**config.mk**
```make
export PLATFORM = sky130hd
export DESIGN_NAME = booth_pp_accum
export DESIGN_NICKNAME = d
export VERILOG_FILES = /design/src/rtl/booth_pkg.sv /design/src/rtl/booth_pp_align.sv /design/src/rtl/booth_pp_accum.sv
export SDC_FILE = /design/constraint.sdc
export NUM_CORES = 1
export LEC_CHECK = 0
export CAP_MARGIN = 15
export CORE_ASPECT_RATIO = 1.25
export CORE_MARGIN = 2
export CORE_UTILIZATION = 35
export CTS_BUF_LIST = sky130_fd_sc_hd__clkbuf_8
export CTS_CLUSTER_DIAMETER = 30
export DETAILED_ROUTE_END_ITERATION = 8
export DONT_BUFFER_PORTS = 1
export GPL_TIMING_DRIVEN = 1
export SYNTH_ARGS = -nofsm -noshare
export SYNTH_HDL_FRONTEND = slang
export SYNTH_SLANG_ARGS = --single-unit
```
**constraint.sdc**
```tcl
create_clock -name clk -period 26.5 [get_ports clk]
set_clock_uncertainty 0.15 [all_clocks]
set_input_delay 3.975 -clock clk [delete_from_list [all_inputs] [get_ports clk]]
set_output_delay 3.975 -clock clk [all_outputs]
set_load 0.01 [all_outputs]
```
**src/rtl/booth_pkg.sv**
```systemverilog
// Shared types and helpers for the Booth radix-4 partial-product reduction path.
// Widths here must match the upstream 24x24 partial-product generator.
package booth_pkg;

    localparam int PP_W   = 26;
    localparam int PP_N   = 13;
    localparam int PROD_W = 48;

    typedef enum logic [1:0] {
        IDLE  = 2'd0,
        ACCUM = 2'd1,
        DONE  = 2'd2
    } state_t;

    function automatic logic [PROD_W-1:0] sext_pp(input logic [PP_W-1:0] pp);
        return {{(PROD_W-PP_W){pp[PP_W-1]}}, pp};
    endfunction

endpackage

```
**src/rtl/booth_pp_align.sv**
```systemverilog
// Aligns one partial product to its radix-4 weight: sext(pp) << 2k.
// Purely combinational; bits shifted past the product width are dropped.
module booth_pp_align
    import booth_pkg::*;
(
    input  logic [PP_W-1:0]   pp,
    input  logic [3:0]        k,
    output logic [PROD_W-1:0] pp_aligned
);

    assign pp_aligned = sext_pp(pp) << {k, 1'b0};

endmodule

```
**src/rtl/booth_pp_accum.sv**
```systemverilog
// Multi-cycle reducer: captures 13 Booth partial products, adds one per clock
// into a 48-bit accumulator and presents the product under valid/ready.
module booth_pp_accum
    import booth_pkg::*;
(
    input  logic              clk,
    input  logic              rst,
    input  logic              in_valid,
    output logic              in_ready,
    input  logic              in_signed,
    input  logic [PP_W-1:0]   ipp1,
    input  logic [PP_W-1:0]   ipp2,
    input  logic [PP_W-1:0]   ipp3,
    input  logic [PP_W-1:0]   ipp4,
    input  logic [PP_W-1:0]   ipp5,
    input  logic [PP_W-1:0]   ipp6,
    input  logic [PP_W-1:0]   ipp7,
    input  logic [PP_W-1:0]   ipp8,
    input  logic [PP_W-1:0]   ipp9,
    input  logic [PP_W-1:0]   ipp10,
    input  logic [PP_W-1:0]   ipp11,
    input  logic [PP_W-1:0]   ipp12,
    input  logic [PP_W-1:0]   ipp13,
    output logic              out_valid,
    input  logic              out_ready,
    output logic [PROD_W-1:0] oprod,
    output logic              oprod_signed
);

    localparam logic [3:0] K_LAST = 4'(PP_N - 1);

    state_t              state_q;
    state_t              state_d;
    logic [3:0]          k_q;
    logic [PROD_W-1:0]   acc_q;
    logic                sig_q;
    logic                accept;
    logic [PP_W-1:0]     ipp_v [PP_N];
    logic [PP_W-1:0]     bank  [1:PP_N-1];
    logic [PP_W-1:0]     align_pp;
    logic [3:0]          align_k;
    logic [PROD_W-1:0]   aligned;

    assign ipp_v[0]  = ipp1;
    assign ipp_v[1]  = ipp2;
    assign ipp_v[2]  = ipp3;
    assign ipp_v[3]  = ipp4;
    assign ipp_v[4]  = ipp5;
    assign ipp_v[5]  = ipp6;
    assign ipp_v[6]  = ipp7;
    assign ipp_v[7]  = ipp8;
    assign ipp_v[8]  = ipp9;
    assign ipp_v[9]  = ipp10;
    assign ipp_v[10] = ipp11;
    assign ipp_v[11] = ipp12;
    assign ipp_v[12] = ipp13;

    assign accept = in_valid & in_ready;

    always_ff @(posedge clk or posedge rst) begin
        if (rst) begin
            state_q <= IDLE;
        end else begin
            state_q <= state_d;
        end
    end

    always_comb begin
        state_d = state_q;
        unique case (state_q)
            IDLE: begin
                if (accept) state_d = ACCUM;
            end
            ACCUM: begin
                if (k_q == K_LAST) state_d = DONE;
            end
            DONE: begin
                if (out_ready) state_d = accept ? ACCUM : IDLE;
            end
            default: state_d = IDLE;
        endcase
    end

    always_comb begin
        in_ready  = 1'b0;
        out_valid = 1'b0;
        unique case (1'b1)
            (state_q == IDLE): in_ready = 1'b1;
            (state_q == DONE): begin
                out_valid = 1'b1;
                in_ready  = out_ready;
            end
            default: ;
        endcase
    end

    // A load reuses the aligner at weight 0 so the accumulator has one input path.
    assign align_pp = accept ? ipp1 : bank[k_q];
    assign align_k  = accept ? 4'd0 : k_q;

    booth_pp_align u_align (
        .pp         (align_pp),
        .k          (align_k),
        .pp_aligned (aligned)
    );

    always_ff @(posedge clk or posedge rst) begin
        if (rst) begin
            acc_q <= '0;
            k_q   <= 4'd0;
            sig_q <= 1'b0;
        end else if (accept) begin
            acc_q <= aligned;
            k_q   <= 4'd1;
            sig_q <= in_signed;
        end else if (state_q == ACCUM) begin
            acc_q <= acc_q + aligned;
            if (k_q != K_LAST) k_q <= k_q + 4'd1;
        end
    end

    always_ff @(posedge clk) begin
        if (accept) begin
            for (int i = 1; i < PP_N; i++) begin
                bank[i] <= ipp_v[i];
            end
        end
    end

    assign oprod        = acc_q;
    assign oprod_signed = sig_q;

endmodule

```
# After elaboration in Yosys (flattened, before gate mapping)
# Memory sizes are Yosys's and may differ from the RTL's.
# Cells that the tools add are included.
[totals] ram_bits=312 ff_bits=55 mem_count=1 output_inout_bits=51
[classes] shift=1 n_eq_ne=7 mux=16 bitwise=1 reduce_logical=5 addsub=2
[memory_table] name="bank" words=12 word_bits=26 rd=1 rd_ports_with_merged_regs=0 write_ports=12 line_no="booth_pp_accum.sv:39" source="logic [PP_W-1:0] bank [1:PP_N-1];"
[ops] op="48-bit two-way mux" n=2
[ops] op="48-bit adder" n=1
[ops] op="48-bit by 5-bit << shifter with 48-bit output" n=1
[ops] op="26-bit two-way mux" n=1
[ops] op="4-bit two-way mux" n=4
[ops] op="2-bit two-way mux" n=3
[ops] op="2-bit != test (second input constant)" n=3
[ops] op="2-bit one-hot mux with 3 select lines" n=1
[ops] op="4-bit by 1-bit adder with 4-bit output (second input constant)" n=1
[ops] op="4-bit equality test (second input constant)" n=1
[ops] op="1-bit two-way mux" n=4
[ops] op="4-bit != test (second input constant)" n=1
[ops] op="2-bit nonzero test" n=2
[ops] op="3-bit AND reduction" n=1
[ops] op="2-bit by 1-bit equality test with 1-bit output (second input constant)" n=1
[ops] op="2-bit equality test (second input constant)" n=1
[ops] op="2-bit logical NOT" n=1
[ops] op="1-bit one-hot mux with 2 select lines" n=1
[ops] op="2-bit AND reduction" n=1
[ops] op="1-bit AND" n=1

# Depth between registers and ports, before layout
# Gate-level depths: netlist (run 1).
[logic_depth] depth_word=8 mapped_depth=26

# Hierarchy
# From an unflattened synthesis (run 1), not the netlist that was laid out.
[unflattened] hier_cells=1451 area_unflattened_um2=18843.1
[modules_own_cells] module="booth_pp_accum" cells_per_inst=1222 area_per_inst_um2=17136.4 n_inst=1
[modules_own_cells] module="booth_pp_align" cells_per_inst=229 area_per_inst_um2=1706.6 n_inst=1

# Worst setup path before layout (run 1)
# No wires, ideal clock.
[synth_timing] path_kind="input-to-reg" startpoint="in out_ready" endpoint="reg acc_q[46], in the netlist oprod[46]" setup_slack_ns=9.518 t_required_ns=26.213 cell_stages=21 t_arrival_ns=16.695 cell_sequence="nor2b_1 > nor2_1 > nand2_1 > inv_2 > buf_6 > buf_4 > clkbuf_1 > clkbuf_1 > a22o_1 > ha_1 > clkbuf_1 > a211oi_1 > o211ai_1 > o2111ai_1 > a41oi_1 > nand2_1 > o21ai_1 > a41oi_1 > a31o_2 > xor2_1 > a21oi_1"
[synth_between] elab_chain_cells=7 word_cells_on_any_way=9 classes_between="add/sub: 1; shift: 1; mux: 5; bitwise: 1; reduce/logical: 1"
[synth_rtl] element="start, declared" line_no="booth_pp_accum.sv:25" source="input logic out_ready,"
[synth_rtl] element="1-bit one-hot mux with 2 select lines (*)" line_no="booth_pp_accum.sv:87" source="unique case (1'b1)"
[synth_rtl] element="net in_ready" line_no="booth_pp_accum.sv:9" source="output logic in_ready,"
[synth_rtl] element="1-bit AND (*)" line_no="booth_pp_accum.sv:58" source="assign accept = in_valid & in_ready;"
[synth_rtl] element="net accept" line_no="booth_pp_accum.sv:37" source="logic accept;"
[synth_rtl] element="26-bit two-way mux or 4-bit two-way mux (tied branches)" line_no="booth_pp_accum.sv:98, booth_pp_accum.sv:99"
[synth_rtl] element="48-bit by 5-bit << shifter with 48-bit output" line_no="booth_pp_align.sv:11" source="assign pp_aligned = sext_pp(pp) << {k, 1'b0};"
[synth_rtl] element="48-bit adder" line_no="booth_pp_accum.sv:117" source="acc_q <= acc_q + aligned;"
[synth_rtl] element="48-bit two-way mux" line_no="booth_pp_accum.sv:116" source="end else if (state_q == ACCUM) begin"
[synth_rtl] element="48-bit two-way mux" line_no="booth_pp_accum.sv:112" source="end else if (accept) begin"
[synth_rtl] element="end signal, assigned" line_no="booth_pp_accum.sv:113" source="acc_q <= aligned;"
[synth_rtl] element="end signal, assigned" line_no="booth_pp_accum.sv:117"
[synth_rtl] element="end, declared" line_no="booth_pp_accum.sv:35" source="logic [PROD_W-1:0] acc_q;"
# The timed path passes the listed nets; every way through them passes the cells marked *. The select of a mux whose other input is x is not followed.
# A chain may end at the register's enable or synchronous reset.

# Final worst setup path (run 1)
[layout_timing] startpoint="in out_ready" endpoint="reg acc_q[44], in the netlist oprod[44]"
[layout_between] elab_chain_cells=7 word_cells_on_any_way=9 classes_between="add/sub: 1; shift: 1; mux: 5; bitwise: 1; reduce/logical: 1"
[layout_rtl] element="1-bit one-hot mux with 2 select lines (*)" line_no="booth_pp_accum.sv:87"
[layout_rtl] element="net in_ready" line_no="booth_pp_accum.sv:9"
[layout_rtl] element="1-bit AND (*)" line_no="booth_pp_accum.sv:58"
[layout_rtl] element="26-bit two-way mux or 4-bit two-way mux (tied branches)" line_no="booth_pp_accum.sv:98, booth_pp_accum.sv:99"
[layout_rtl] element="48-bit by 5-bit << shifter with 48-bit output" line_no="booth_pp_align.sv:11"
[layout_rtl] element="48-bit adder" line_no="booth_pp_accum.sv:117"
[layout_rtl] element="48-bit two-way mux" line_no="booth_pp_accum.sv:116"
[layout_rtl] element="48-bit two-way mux" line_no="booth_pp_accum.sv:112"
# Marked as above.

==> impl_results.md, run 1 <==
- Outcome: finished clean
- Grt total ovfl: 0
- Gate Count Post-Synth: 1,474
- Area delta synth->final: 10.6%
- Synthesis Warnings: 0
- Tot GR Track Use: a little over 20%
- Syn Nets: 1,867
- Setup Buffers After CTS: 0
- Slew Viols, Final: 0
- First-pass GRT wire length: 82.2 mm
- # setup viols final: 0
- Drt via density: approximately 5.7
- CTS Buf Count: 72
- Buffers on Ports: 0
- Fin util: 39.2%
- H-tree depth: 3
- R2R Setup Slk: around 19,000 ps
- Cts hold-fix bufs: 0
- Critical path launch point: out_ready
- DR pass1 iterations: 6
- Area of the multi-input gates: 7280 um2
- Post-synth ARST share: between 10 and 15%
- MaxCap Viol Count: 0
- GP Congestion: 0.934
- Main flop type after synthesis: edfxtp_1
- Setup tns final: 0 ps
- # IOs: around 400
- Clock buffer depth: 3
- Most common cell after layout, fill and taps aside: edfxtp_1
- Data arrival time of the critical path: 10,310 ps
- Hold depth: 2
- Layout cell share with drive strength beyond 1: about 14%
- Most frequent cells in the layout: edfxtp_1, nand2_1, a21oi_1, nor2_1, clkbuf_8
- R2R cell count: 21
- Vias in the first global route: 12,900
- Post-synth EDFFs: 312
- Root Driver: clkbuf_8
- Synthesized area: 18,700 um2
- Clock transition at path regs: 60 ps
- Fillers: 5,008
- CP required: between 20,000 and 30,000 ps
- CTS tree: yes
- Fmax: 101 MHz
- Clock sinks: 367
- Row count: 94
- Reg2reg start: k_q[0]$_DFFE_PP0P_
- Dpl hpwl: between 40 and 50 mm
- Worst relative slew slack: 24.8%
- Distinct cells, synth: 77
- Core area: around 53,000 um2
- Initial antenna violation count: 15
- Clock latency on the worst-skew pair: 640 ps
- Register area: between 10,000 and 15,000 um2
- CTS resizes: 0
- Initial Util: 35.5%
- Crit Path Max Fanout: 186
- Sequential-to-total area share from yosys stat: 57.5%
- Antenna-violating nets left: 0
- Post-Syn Area per Cell: 12.7 um2
- Die area: 55,300 um2
- Hold Path Origin: oprod_signed$_DFFE_PP0P_
- Final net count: approximately 1,900
- Min Tclk post-route: 9900 ps
- Vias: 12,500
- Largest net degree at the start of global routing: 187
- Critical path class: in -> reg
- Setup crit end kind: flop
- Per-cell routed wire length: between 20 and 30 um
- Fin crit share: 37.4%
- DRT Wirelength: 56.0 mm
- Final hold viol count: 0
- CP Launch Type: primary input
- RSZ-0062 raised after global routing: false
- DR iter-0 viols: about 1,000
- Die W: 211 um
- DR DRC count: 0
- Flops & latches, synth: 367
- Die Height: 262 um
- Least-Margin Pin Slew: 1130 ps
- Hold WC Path Type: reg -> reg
-- logic make-up (layout without fill, tap and decap cells) --
family                   count (synthesis)  count (layout)  synth area share (%)
AND/OR/NAND/NOR                        372             372                  8.75
other                                    0              12                     0
AO/OA/AOI/OAI                          413             413                  14.4
adder cells (fa/ha/maj)                 50              50                  3.39
XOR/XNOR                                41              41                  1.92
buffers and inverters                  112             165                  3.54
flip-flops                             367             367                  57.5
multiplexers                           119             119                  10.5
-- cell type report --
| class | count | share of cell area [%] |
|---|---|---|
| Timing Repair Buffer | 19 | 0.751 |
| Sequential cell | 367 | 52.1 |
| Antenna cell | 12 | 0.145 |
| Clock buffer | 72 | 4.80 |
| Multi-Input combinational cell | 995 | 35.3 |
| Clock inverter | 56 | 2.53 |
| Inverter | 18 | 0.363 |
| Tap cell | 672 | 4.07 |
-- sequential cells by signal, summed over array words and instances, names as in the netlist --
signal and count:
bank 312, k_q 4, state_q 2, oprod_signed 1
oprod 48
-- routing by layer --
metal | global-route usage, % | routed length, um | share of wire (%)
met2 | 34.9 | 29000 | 52
met1 | 23.0 | 21300 | 38
met5 | 0 | 34 | 0.061
met4 | 8.37 | 1750 | 3.1
met3 | 6.08 | 4010 | 7.1
-- synth_stat cells, drive strengths merged, types with 5 or more instances --
master    n  area, um2
a22o      5       43.8
xnor2    21        184
and2     18        113
nor2b    11       68.8
nor2    114        428
mux2i    51        514
nand2b    8       50.1
o31ai     9       67.6
edfxtp  312       9370
nand4     9       56.3
o211ai   18        135
a21oi   115        579
a31oi    25        156
nand2   149        559
o21bai    7       52.6
mux2     12        139
o21ai    79        403
o21a      8       60.1
ha       49        613
inv      17       63.8
clkbuf   49        198
and3      7       43.8
buf      45        395
a211oi   39        298
o22ai    15       93.8
dfrtp    55       1380
mux4     56       1310
nand3    26        135
nor3     15       75.1
or2       5       31.3
xor2     20        175
a22oi    10       75.1
a211o     9       78.8
a31o     17        149
a21o     22        165
-- worst paths after layout --
| path | end |
|---|---|
| worst max-delay path | oprod[44]$_DFFE_PP0P_ |
| worst min-delay path | oprod_signed$_DFFE_PP0P_ |
| worst max register to register | oprod[29]$_DFFE_PP0P_ |
| worst min register to register | oprod_signed$_DFFE_PP0P_ |
| max in group asynchronous | k_q[1]$_DFFE_PP0P_ |
| min in group asynchronous | oprod[4]$_DFFE_PP0P_ |
-- per-stage QoR --
stage | cell area [um2] | worst slack [ps] | instances | hold WS [ps]
2_1_floorplan | 18700 | 9520 | 1474 | 364
3_3_place_gp | 19100 | 16220 | 2071 | 410
3_5_place_dp | 19100 | 16100 | 2071 | 413
4_1_cts | 20600 | 16830 | 2199 | 428
5_1_grt | 20700 | 16160 | 2211 | 478
6_report | 20700 | 16600 | 2211 | 417
-- critical path: stages --
cell and delay [ps]:
nor2b_1 230, nor2_1 160, nand2_2 90, buf_4 520, inv_8 390, buf_12 420
nor2_1 450, buf_4 290, nand2_1 180, o22ai_1 240, a21oi_1 110, a22o_1 330
ha_1 350, a21o_1 210, a31oi_1 210, and2_1 190, o2111ai_1 240, nand2_1 270
o21ai_1 180, a41oi_1 410, a21oi_1 170, and4_1 230, nor3_1 130
Power of run 1 is left out: the tool's default activity adds up to more than one toggle a clock period on the data nets, which glitch-free logic cannot reach.
==> inputs of run 2 (changes only) <==
==> constraint.sdc (replaced) <==
create_clock -name clk -period 8.75 [get_ports clk]
set_clock_uncertainty 0.15 [all_clocks]
set_input_delay 1.3125 -clock clk [delete_from_list [all_inputs] [get_ports clk]]
set_output_delay 1.3125 -clock clk [all_outputs]
set_load 0.01 [all_outputs]
==> impl_results.md, run 2 (same netlist as run 1, synthesis figures left out) <==
- Outcome: finished clean
- Clock buffer depth: 3
- Layout cell share with drive strength beyond 1: 14.9%
- CP max-delay cell: dfrtp_4
- H-tree depth: 3
- Row count: 94
- WHS: between 400 and 500 ps
- Final net count: 1,873
- Antenna-violating nets left: 0
- CP Buf/Inv Count: 1
- Critical path class: reg -> reg
- Cell Chain, Critical Path: buf_4 -> mux4_1 -> a211oi_1 -> a31o_2 -> mux2i_1 -> nor2_1 -> o21ai_1 -> o31ai_1 -> mux2i_1 -> mux2i_1 -> nor2_1 -> ha_1 -> and3_1 -> nand4_1 -> o311ai_2 -> o21ai_1 -> o21ai_1 -> o21ba_2 -> xor2_1 -> nor2_1 -> o21ai_0
- Reg2reg start: k_q[0]$_DFFE_PP0P_
- Die area: approximately 55,000 um2
- Setup Buffers After CTS: 0
- Largest net degree at the start of global routing: 167
- MaxCap Viol Count: 0
- Top reg by flops: bank
- Slew Viols, Final: 0
- Worst relative slew slack: 27.8%
- Hold Path Origin: oprod_signed$_DFFE_PP0P_
- Crit Path Max Fanout: 28
- Reg2reg end: oprod[39]$_DFFE_PP0P_
- Max reg flops: roughly 310
- DR iter-0 viols: 996
- Die Height: 262 um
- GP Congestion: 0.932
- Tot GR Track Use: 20.2%
- Drt via density: 5.68
- R2R cell count: 21
- Initial Util: 35.5%
- Largest stage delay, worst path: 820 ps
- Root Driver: clkbuf_8
- Fin crit share: 75.6%
- R2R Setup Slk: between 2000 and 2500 ps
- First-pass GRT wire length: 82.1 mm
- CTS Buf Count: 74
- Cell family with most CP delay: compound AO/OA/AOI/OAI gates
- # IOs: about 390
- Clock latency on the worst-skew pair: 660 ps
- DR DRC count: 0
- Die W: 211 um
- Per-cell routed wire length: approximately 25 um
- Hold depth: 2
- Clock sinks: ~370
- Data arrival time of the critical path: 6980 ps
- Most common cell after layout, fill and taps aside: edfxtp_1
- Area delta synth->final: 11.2%
- Least-Margin Pin Slew: between 1000 and 1500 ps
- RSZ-0062 raised after global routing: false
- Place WS: approximately 1900 ps
- Dpl hpwl: 41.7 mm
- DRT Wirelength: about 56 mm
- Buffers on Ports: 0
- Grt total ovfl: 0
- Hold WC Path Type: reg -> reg
- Final hold viol count: 0
- DR pass1 iterations: 6
- Initial antenna violation count: 16
- CP required: 9120 ps
- Setup tns final: 0 ps
- Core area: 52,700 um2
- Hold endpoint: oprod_signed$_DFFE_PP0P_
- CTS tree: yes
- Setup crit end kind: flop
- Fin util: 39.4%
- Setup ws final: 2140 ps
- CP Launch Type: flop
- CTS resizes: 0
- Cts hold-fix bufs: 0
- Vias in the first global route: 13,100
- Min Tclk post-route: around 6600 ps
- Clock transition at path regs: 50 ps
- Most frequent cells in the layout: edfxtp_1, nand2_1, a21oi_1, nor2_1, clkbuf_8
- Fmax: 151 MHz
- Vias: 12,600
- # setup viols final: 0
==> run 2: layer usage <==
layer | GRT usage (%) | share of wire, %
met5 | 0 | 0.071
met4 | 10.3 | 3.9
met3 | 5.60 | 7.3
met1 | 22.3 | 37
met2 | 35.4 | 52
==> run 2: metrics by stage <==
stage                     cells  area, um2
final                      2223      20800
after global routing       2223      20800
after CTS                  2210      20700
after detailed placement   2076      19100
after global placement     2076      19100
after floorplan            1474      18700
==> run 2: worst max path at each step <==
stage / startpoint / to / slack [ps] / cells after the start
floorplan: out_ready / oprod[46]$_DFFE_PP0P_ / 1260 / 21
global placement: out_ready / oprod[45]$_DFFE_PP0P_ / 1980 / 18
detailed placement: out_ready / oprod[45]$_DFFE_PP0P_ / 1900 / 18
CTS: k_q[0]$_DFFE_PP0P_ / oprod[37]$_DFFE_PP0P_ / 2050 / 21
global route: k_q[0]$_DFFE_PP0P_ / oprod[37]$_DFFE_PP0P_ / 1540 / 21
finish: k_q[0]$_DFFE_PP0P_ / oprod[39]$_DFFE_PP0P_ / 2140 / 21
==> run 2: layout make-up <==
type / instances / area (um2)
Tap cell: 672 / 841
Fill cell: 5052 / 31900
Clock inverter: 58 / 552
Sequential cell: 367 / 10800
Timing Repair Buffer: 24 / 193
Multi-Input combinational cell: 995 / 7280
Inverter: 18 / 75.1
Clock buffer: 76 / 1050
Antenna cell: 13 / 32.5
==> run 2: worst min-delay path: stages (launching register included) <==
cell and delay (ps):
dfrtp_1 400, nand2_1 70, nand2_1 60
Power of run 2 is left out for the same reason.
